File: config.mk
export PLATFORM = sky130hd
export DESIGN_NAME = acc_dispatcher_mq
export DESIGN_NICKNAME = d
export VERILOG_FILES = /design/src/rtl/acc_dispatcher_mq.sv
export SDC_FILE = /design/constraint.sdc
export NUM_CORES = 1
export LEC_CHECK = 0
export CAP_MARGIN = 0
export CELL_PAD_IN_SITES_DETAIL_PLACEMENT = 1
export CELL_PAD_IN_SITES_GLOBAL_PLACEMENT = 1
export CORE_ASPECT_RATIO = 0.5
export CORE_MARGIN = 5
export CORE_UTILIZATION = 35
export DETAILED_ROUTE_END_ITERATION = 7
export MAX_ROUTING_LAYER = met4
export PLACE_DENSITY_LB_ADDON = 0.25
export SYNTH_ARGS = -nofsm -noshare
export SYNTH_HDL_FRONTEND = slang
export SYNTH_SLANG_ARGS = --single-unit
File: constraint.sdc
create_clock -name clk_i -period 8.2 [get_ports clk_i]
set_input_delay 1.64 -clock clk_i [delete_from_list [all_inputs] [get_ports clk_i]]
set_output_delay 1.64 -clock clk_i [all_outputs]
set_load 0.01 [all_outputs]
File: src/rtl/acc_dispatcher_mq.sv
// Commit-aware accelerator dispatcher: issued instructions wait in a circular queue
// until the commit stage releases their transaction ID, then go to the accelerator.
module acc_dispatcher_mq #(
  parameter int unsigned Depth          = 4,
  parameter int unsigned NrCommitPorts  = 2,
  parameter int unsigned MaxOutstanding = 8,
  parameter int unsigned TransIdBits    = 3,
  parameter int unsigned XLEN           = 64,
  localparam int unsigned PtrW          = $clog2(Depth),
  localparam int unsigned CntW          = $clog2(MaxOutstanding + 1)
) (
  input  logic                                 clk_i,
  input  logic                                 rst_ni,
  input  logic                                 flush_i,
  input  logic                                 acc_cons_en_i,
  input  logic                                 issue_valid_i,
  output logic                                 issue_ready_o,
  input  logic [31:0]                          issue_insn_i,
  input  logic [XLEN-1:0]                      issue_rs1_i,
  input  logic [XLEN-1:0]                      issue_rs2_i,
  input  logic [TransIdBits-1:0]               issue_trans_id_i,
  input  logic                                 issue_is_load_i,
  input  logic                                 issue_is_store_i,
  input  logic [NrCommitPorts-1:0]             commit_i,
  input  logic [NrCommitPorts*TransIdBits-1:0] commit_trans_id_i,
  input  logic                                 no_st_pending_i,
  output logic                                 acc_req_valid_o,
  input  logic                                 acc_req_ready_i,
  output logic [31:0]                          acc_req_insn_o,
  output logic [XLEN-1:0]                      acc_req_rs1_o,
  output logic [XLEN-1:0]                      acc_req_rs2_o,
  output logic [TransIdBits-1:0]               acc_req_trans_id_o,
  output logic                                 acc_req_store_pending_o,
  input  logic                                 acc_resp_valid_i,
  output logic                                 acc_resp_ready_o,
  input  logic [TransIdBits-1:0]               acc_resp_trans_id_i,
  input  logic [XLEN-1:0]                      acc_resp_result_i,
  input  logic                                 acc_resp_error_i,
  output logic                                 wb_valid_o,
  output logic [TransIdBits-1:0]               wb_trans_id_o,
  output logic [XLEN-1:0]                      wb_result_o,
  output logic                                 wb_ex_valid_o,
  output logic                                 ld_disp_o,
  output logic                                 st_disp_o,
  output logic [CntW-1:0]                      outstanding_o,
  output logic                                 empty_o
);

  typedef struct packed {
    logic [31:0]            insn;
    logic [XLEN-1:0]        rs1;
    logic [XLEN-1:0]        rs2;
    logic [TransIdBits-1:0] trans_id;
    logic                   is_load;
    logic                   is_store;
  } entry_t;

  entry_t                 mem_q [Depth];
  logic [TransIdBits-1:0] ids   [Depth];
  logic [Depth-1:0]       valid_q, valid_d, cmt_q, cmt_d;
  logic [PtrW:0]          head_q, head_d, tail_q, tail_d, kept_cnt;
  logic [PtrW-1:0]        head_idx, tail_idx;
  logic [CntW-1:0]        outst_q, outst_d;
  logic                   full, enq, req_hs;
  entry_t                 head_e, issue_e;

  assign head_idx = head_q[PtrW-1:0];
  assign tail_idx = tail_q[PtrW-1:0];
  // Extra pointer MSB differs only when the tail has lapped the head.
  assign full     = (head_q[PtrW] != tail_q[PtrW]) && (head_idx == tail_idx);
  assign enq      = issue_valid_i && !full;
  assign head_e   = mem_q[head_idx];
  assign issue_e  = '{insn: issue_insn_i, rs1: issue_rs1_i, rs2: issue_rs2_i,
                      trans_id: issue_trans_id_i, is_load: issue_is_load_i,
                      is_store: issue_is_store_i};

  assign issue_ready_o      = !full;
  assign empty_o            = (head_q == tail_q);
  assign acc_req_valid_o    = valid_q[head_idx] && cmt_q[head_idx] &&
                              (outst_q < CntW'(MaxOutstanding));
  assign req_hs             = acc_req_valid_o && acc_req_ready_i;
  assign acc_req_insn_o     = head_e.insn;
  assign acc_req_rs1_o      = head_e.rs1;
  assign acc_req_rs2_o      = head_e.rs2;
  assign acc_req_trans_id_o = head_e.trans_id;
  assign ld_disp_o          = req_hs && head_e.is_load;
  assign st_disp_o          = req_hs && head_e.is_store;
  assign outstanding_o      = outst_q;

  assign acc_req_store_pending_o = !no_st_pending_i && acc_cons_en_i;
  assign acc_resp_ready_o        = 1'b1;
  assign wb_valid_o              = acc_resp_valid_i;
  assign wb_trans_id_o           = acc_resp_trans_id_i;
  assign wb_result_o             = acc_resp_result_i;
  assign wb_ex_valid_o           = acc_resp_error_i;

  // The slot being written this cycle is matched on the incoming ID.
  always_comb begin
    for (int e = 0; e < int'(Depth); e++) begin
      ids[e] = (enq && (PtrW'(e) == tail_idx)) ? issue_trans_id_i : mem_q[e].trans_id;
    end
  end

  always_comb begin
    // NOTE: every variable written here gets a default first, so no latches are inferred.
    valid_d  = valid_q;
    cmt_d    = cmt_q;
    head_d   = head_q + (PtrW+1)'(req_hs);
    tail_d   = tail_q + (PtrW+1)'(enq);
    kept_cnt = '0;
    if (enq) begin
      valid_d[tail_idx] = 1'b1;
      cmt_d[tail_idx]   = 1'b0;
    end
    for (int p = 0; p < int'(NrCommitPorts); p++) begin
      for (int e = 0; e < int'(Depth); e++) begin
        if (commit_i[p] && valid_d[e] && !cmt_d[e] &&
            (ids[e] == commit_trans_id_i[p*TransIdBits +: TransIdBits])) begin
          cmt_d[e] = 1'b1;
        end
      end
    end
    if (req_hs) begin
      valid_d[head_idx] = 1'b0;
      cmt_d[head_idx]   = 1'b0;
    end
    // Committed entries are a contiguous run from the head, so their count locates the new tail.
    if (flush_i) begin
      valid_d = valid_d & cmt_d;
      for (int e = 0; e < int'(Depth); e++) begin
        kept_cnt = kept_cnt + (PtrW+1)'(valid_d[e]);
      end
      tail_d = head_d + kept_cnt;
    end
  end

  always_comb begin
    outst_d = outst_q;
    if (req_hs && !acc_resp_valid_i) begin
      outst_d = outst_q + CntW'(1);
    end else if (!req_hs && acc_resp_valid_i) begin
      outst_d = outst_q - CntW'(1);
    end
  end

  // NOTE: sequential state uses non-blocking assignments so every flop samples pre-edge values.
  always_ff @(posedge clk_i or negedge rst_ni) begin
    if (!rst_ni) begin
      valid_q <= '0;
      cmt_q   <= '0;
      head_q  <= '0;
      tail_q  <= '0;
      outst_q <= '0;
    end else begin
      valid_q <= valid_d;
      cmt_q   <= cmt_d;
      head_q  <= head_d;
      tail_q  <= tail_d;
      outst_q <= outst_d;
    end
  end

  // NOTE: the payload array has no reset; the valid bits alone qualify its contents.
  always_ff @(posedge clk_i) begin
    if (enq) begin
      mem_q[tail_idx] <= issue_e;
    end
  end

  a_no_lost_issue: assert property (@(posedge clk_i) disable iff (!rst_ni)
    !(issue_valid_i && !issue_ready_o));
  a_no_spurious_resp: assert property (@(posedge clk_i) disable iff (!rst_ni)
    acc_resp_valid_i |-> (outst_q != '0));
  a_ld_st_exclusive: assert property (@(posedge clk_i) disable iff (!rst_ni)
    issue_valid_i |-> !(issue_is_load_i && issue_is_store_i));

endmodule

==> results.py, run 1 <==
metrics = {
    "worst_hold_path": {
        "hold_end": "outstanding_o[2]",
        "hold_path_depth": 2,
        "worstHoldStart": "outstanding_o[2]",
        "min_path_type": "register to register",
    },
    "cts": {
        "cts.sinks": 678,
        "clock_latency_ns": 0.59,
        "post_cts_resized": 0,
        "cts_tree": "yes",
        "cts_buffers": 67,
        "cts_buffer_depth": 3,
        "post_cts_buffers": 0,
        "h-tree-depth": 3,
        "clkSlewWorstSetupHoldPaths_ns": 0.06,
        "ctsHoldBuffers": 0,
        "cts-root-buf": "clkbuf_16",
    },
    "sta": {
        "skew_ns": 0.01813,
        "max_freq_ghz": 0.1767,
        "period_needed_ns": 5.660,
        "hold_viol_final": 0,
        "rsz0062_at_grt": "no",
        "hold_ws_ns": 0.5544,
        "setup_viol": 0,
        "worstMarginPinSlew_ns": 1.266,
        "fin_tns_setup_ns": 0,
        "min_period_over_period_pct": 69.02,
        "drv_slew": 0,
        "max_slew_margin_pct": 15.61,
    },
    "worst_setup_path": {
        "end_kind": "output port",
        "cp_data_required_time_ns": 6.56,
        "crit_arrival_ns": 4.02,
        "cp_slowest_cell": "dfrtp_4",
        "critPathMaxFanout": 51,
        "crit_type": "register to output port",
        "worstRegToRegCells": 14,
        "r2r_slack_ns": 3.30,
        "path_cells": "buf_4 > nand3_1 > o211ai_1 > o211a_1 > nand2_1 > inv_1 > and2_1 > clkdlybuf4s50_1",
        "start_kind": "register",
        "r2r-start": "head_q[0]",
        "cpPeakStageDelay_ns": 0.88,
        "r2r_end": "tail_q[1]",
    },
    "place": {
        "portBuffers": 354,
        "dp_hpwl_mm": 39.34,
        "gp_congestion": 0.8218,
    },
    "logic_synthesis": {
        "synth.most_common_cell": "edfxtp_1",
        "yosysWarnings": 0,
        "synthCells": 1141,
        "syn-num-nets": 1401,
        "synthTopCellsByArea": "edfxtp_1 (76%), mux4_2 (14%), buf_4 (2.0%)",
        "synth.largest_area_cell": "edfxtp_1",
        "synth_top_area_share_pct": 75.96,
        "ys.flop_type": "edfxtp_1",
        "yosysUniqueCellTypes": 56,
        "ys_seq_area_share_pct": 77.69,
        "mappedNetlistArea_um2": 26090,
        "synth_seq_cells": 678,
        "synth_common_cells": "edfxtp_1 (660), mux4_2 (165), buf_4 (71)",
        "synth_edf_count": 660,
        "avgSynthCellArea_um2": 22.87,
        "async_flop_share_pct": 2.655,
    },
    "global_route": {
        "grt_pass1_wl_mm": 91.98,
        "grt_max_degree": 162,
        "grt_pass1_vias": 13753,
        "antenna_found_initial": 5,
        "grt_remaining_overflow": 0,
        "grt_use_total_pct": 15.73,
    },
    "layout": {
        "seqCellArea_um2": 20280,
        "multi_input_area_um2": 5055,
        "syn_to_final_growth_pct": 24.12,
        "fin_nets": 1724,
        "layout-drive-gt1-share_pct": 18.75,
        "n_fill_cell": 6717,
    },
    "die": {
        "die_h_um": 203.1,
        "rows": 70,
        "die_width_um": 396.1,
        "io_pins": 492,
        "die_area_um2": 80440,
        "start_util_pct": 35.50,
        "coreArea_um2": 73480,
    },
    "power": {
        "cellPowerDensity_nw_per_um2": 361.1,
        "peakVddDrop_uv": 212.3,
        "p_total_mw": 11.69,
        "p_leak_nw": 10.32,
    },
    "routing": {
        "vias": 12061,
        "drt_iter0_markers": 761,
        "viasPerCell": 4.840,
        "route.detailed.drc": 0,
        "wl_mm": 61.96,
        "drtAntennaViolNets": 0,
        "wl_per_cell_um": 24.86,
        "dr.pass1.iters": 4,
    },
    "run_status": {
        "status": "completed",
    },
    "flow_run": {
        "drv_cap": 0,
    },
}
report_power, final:
group	internal (mW)	total [mW]	switching (mW)
logic	1.97	3.86	1.89
clock network	1.69	2.95	1.26
registers	4.61	4.88	0.277
final cells by class:
type                    count  share of cell area, %
multi-input cells         333                  15.61
flip-flops and latches    678                  62.62
repair buffers            368                  11.34
clock inverters            30                 0.7921
clock buffers              90                  5.641
inverters                  16                 0.2009
diodes                      5                0.03864
well taps                 972                  3.756
registers in the layout, indices dropped and copies added, names as in the netlist:
signal,flops
cmt_q,4
mem_q,660
head_q,3
valid_q,4
outstanding_o,4
tail_q,3
worst max-delay path: cells and delay by family, from the launching register on:
kind / cells / cell delay (ns)
DFF: 1 / 0.88
and+or+nand+nor: 3 / 0.46
AOI/OAI and AO/OA: 2 / 0.35
buffers and inverters: 3 / 1.68
cells in the final DEF (no fill, tap or decap), types with 4 or more instances in the layout:
| master | synthesis | routed |
|---|---|---|
| buf_4 | 71 | 12 |
| ha_1 | 7 | 7 |
| o211ai_1 | 4 | 4 |
| clkdlybuf4s50_1 | 0 | 354 |
| a21oi_1 | 7 | 7 |
| dfrtp_1 | 18 | 16 |
| clkinv_1 | 0 | 13 |
| inv_1 | 15 | 15 |
| nand3_1 | 8 | 8 |
| bufinv_16 | 0 | 4 |
| clkbuf_16 | 0 | 70 |
| clkbuf_1 | 17 | 20 |
| edfxtp_1 | 660 | 660 |
| mux2i_1 | 7 | 7 |
| nand2_1 | 11 | 11 |
| clkinv_2 | 0 | 8 |
| o21ai_0 | 8 | 8 |
| o21a_1 | 4 | 4 |
| nor2_1 | 8 | 8 |
| nor2b_1 | 6 | 6 |
| and2_1 | 5 | 5 |
| mux4_2 | 165 | 165 |
| xor2_1 | 7 | 7 |
| nor3_1 | 5 | 5 |
| fa_1 | 4 | 4 |
| diode_2 | 0 | 5 |
| xnor2_1 | 23 | 23 |
| and3_1 | 5 | 5 |
worst max path at each step:
stage,depth (start not counted),slack (ns),to,start
2_1_floorplan,12,0.65,tail_q[1],issue_valid_i
3_3_place_gp,14,2.11,tail_q[1],issue_valid_i
5_1_grt,8,2.12,st_disp_o,head_q[0]
3_5_place_dp,14,2.11,tail_q[1],issue_valid_i
6_report,8,2.54,ld_disp_o,head_q[0]
4_1_cts,8,2.33,ld_disp_o,head_q[0]
metrics by stage:
step | util (%) | instance area (µm²) | setup WS, ns | std cells
after global placement | 41.22 | 30290 | 2.109 | 2367
after global routing | 44.07 | 32380 | 2.119 | 2492
final | 44.07 | 32380 | 2.540 | 2492
after CTS | 44.05 | 32370 | 2.327 | 2487
after detailed placement | 41.22 | 30290 | 2.106 | 2367
after floorplan | - | 26110 | 0.6450 | 1141
cells by family (layout without fill, tap and decap cells):
group | Yosys count | in the layout | synth area share, %
xor+xnor | 31 | 31 | 1.069
mux | 176 | 176 | 14.69
compound gates | 52 | 52 | 1.535
buf+inv | 130 | 504 | 2.993
flops | 678 | 678 | 77.69
other cells | 1 | 6 | 0.01437
fa+ha+maj | 11 | 11 | 0.6426
simple gates | 62 | 62 | 1.362
routing by layer:
| layer | GRT usage, % | vias to the layer above | share of wire, % |
|---|---|---|---|
| met1 | 17.01 | 6402 | 36 |
| met2 | 29.44 | 222 | 58 |
| li1 | - | 5342 | - |
| met3 | 3.046 | 95 | 3.9 |
| met5 | - | - | 0 |
| met4 | 4.598 | 0 | 2.0 |
Note: power is estimated with default switching activity, not from simulation.
==> inputs of run 2 (changes only) <==
Clock period 8.2 ns to 4.9 ns, I/O delays scaled along.
==> run 2 against run 1 <==
Effect of this change: largest power group unchanged; cell count rose by 0.32%; sequential cell count did not move; clock power up 71%; setup slack got worse by 1.9 ns; sequential share of layout area decreased by 0.25 points; utilization grew 0.18 points; count of clock-buffer cells in the layout shrank 6.
==> results.py, run 2 (same netlist as run 1, synthesis figures left out) <==
metrics = {
    "sta": {
        "rsz0062_at_grt": "no",
        "max_freq_ghz": 0.2331,
        "min_period_over_period_pct": 87.54,
        "drv_slew": 0,
        "skew_ns": 0.03304,
        "worstMarginPinSlew_ns": 1.260,
        "period_needed_ns": 4.289,
        "hold_ws_ns": 0.5767,
        "fin_tns_setup_ns": 0,
        "max_slew_margin_pct": 15.97,
        "setup_viol": 0,
        "hold_viol_final": 0,
    },
    "global_route": {
        "antenna_found_initial": 8,
        "grt_pass1_wl_mm": 92.38,
        "grt_use_total_pct": 15.93,
        "grt_pass1_vias": 13678,
        "grt_remaining_overflow": 0,
        "grt_max_degree": 163,
    },
    "worst_setup_path": {
        "critPathMaxFanout": 150,
        "cp_data_required_time_ns": 3.92,
        "end_kind": "output port",
        "crit_arrival_ns": 3.31,
        "start_kind": "register",
        "crit_type": "register to output port",
    },
    "place": {
        "dp_hpwl_mm": 39.71,
        "gp_congestion": 0.8928,
        "portBuffers": 354,
        "placed_area_um2": 30380,
    },
    "die": {
        "start_util_pct": 35.50,
        "die_area_um2": 80440,
        "coreArea_um2": 73480,
        "rows": 70,
        "die_width_um": 396.1,
        "io_pins": 492,
        "die_h_um": 203.1,
    },
    "cts": {
        "cts-root-buf": "clkbuf_16",
        "ctsHoldBuffers": 0,
        "clkSlewWorstSetupHoldPaths_ns": 0.07,
        "cts_buffer_depth": 3,
        "cts_buffers": 66,
        "cts_tree": "yes",
        "clock_latency_ns": 0.63,
        "cts.sinks": 678,
        "h-tree-depth": 3,
        "post_cts_buffers": 0,
        "post_cts_resized": 0,
    },
    "routing": {
        "route.detailed.drc": 0,
        "wl_mm": 62.56,
        "drtAntennaViolNets": 0,
        "dr.pass1.iters": 4,
        "vias": 12290,
        "drt_iter0_markers": 744,
        "viasPerCell": 4.916,
        "wl_per_cell_um": 25.02,
    },
    "power": {
        "power_frac_seq_pct": 41.2,
        "p_leak_nw": 10.39,
        "peakVddDrop_uv": 535.4,
        "clkPwrFrac_pct": 25.6,
        "p_total_mw": 19.75,
        "p_int_mw": 13.94,
        "swShare_pct": 29.42,
        "p_sw_mw": 5.810,
        "comb_power_share_pct": 33.3,
        "cellPowerDensity_nw_per_um2": 607.4,
    },
    "layout": {
        "syn_to_final_growth_pct": 24.62,
        "layout_commonest_cell": "edfxtp_1",
        "top_register": "mem_q",
        "fin_nets": 1731,
        "final_cell_area_um2": 32510,
        "layout_common_cells": "edfxtp_1 (660), clkdlybuf4s50_1 (354), mux4_2 (165), clkbuf_16 (68), xnor2_1 (23)",
        "layout-drive-gt1-share_pct": 19.41,
        "largest_reg_flops": 660,
    },
    "flow_run": {
        "drv_cap": 0,
    },
    "run_status": {
        "status": "completed",
    },
    "worst_hold_path": {
        "min_path_type": "register to register",
    },
}
==> run 2: routing by layer <==
metal,up-vias,track usage (%),part of all wire [%]
met4,0,6.425,2.9
met1,6558,16.61,36
li1,5350,-,-
met5,-,-,0
met2,250,29.50,57
met3,132,3.287,3.6
==> run 2: path summary, 6_finish.rpt <==
check / startpoint / endpoint / slack [ns] / cells past startpoint
min: outstanding_o[2] / outstanding_o[2] / 0.58 / 2
min reg2reg: outstanding_o[2] / outstanding_o[2] / 0.58 / 2
min in group asynchronous: rst_ni / valid_q[2] / 0.88 / 1
max reg2reg: head_q[0] / tail_q[1] / 0.96 / 12
max: head_q[1] / acc_req_rs1_o[63] / 0.61 / 3
max in group asynchronous: rst_ni / head_q[0] / 3.34 / 1
==> run 2: final cells by class <==
class	instances	area, µm²
clock buffer	84	1762
timing repair buffer	376	3759
tap	972	1216
sequential	678	20280
multi-input combinational	333	5066
antenna	8	20.02
clock inverter	33	349.1
fill	6806	40970
inverter	16	65.06
==> run 2: through the flow <==
| step | std cells | worst slack [ns] | utilization [%] |
|---|---|---|---|
| 6_report | 2500 | 0.6106 | 44.25 |
| 3_3_place_gp | 2375 | 0.1774 | 41.35 |
| 3_5_place_dp | 2375 | 0.1264 | 41.35 |
| 4_1_cts | 2492 | 0.4733 | 44.22 |
| 2_1_floorplan | 1141 | -1.820 | - |
| 5_1_grt | 2500 | 0.4107 | 44.25 |
==> run 2: power groups by stage <==
stage	combinational, mW	clock [mW]	sequential, mW
floorplan	3.66	0	8.10
global placement	6.73	0	8.18
detailed placement	6.79	0	8.28
CTS	6.82	5.23	8.15
global route	7.00	5.51	8.23
finish	6.57	5.05	8.13
==> run 2: worst max-delay path: stages (launching register included) <==
cell and delay [ns]:
dfrtp_4 0.73, buf_12 0.67, mux4_2 0.38, clkdlybuf4s50_1 0.63
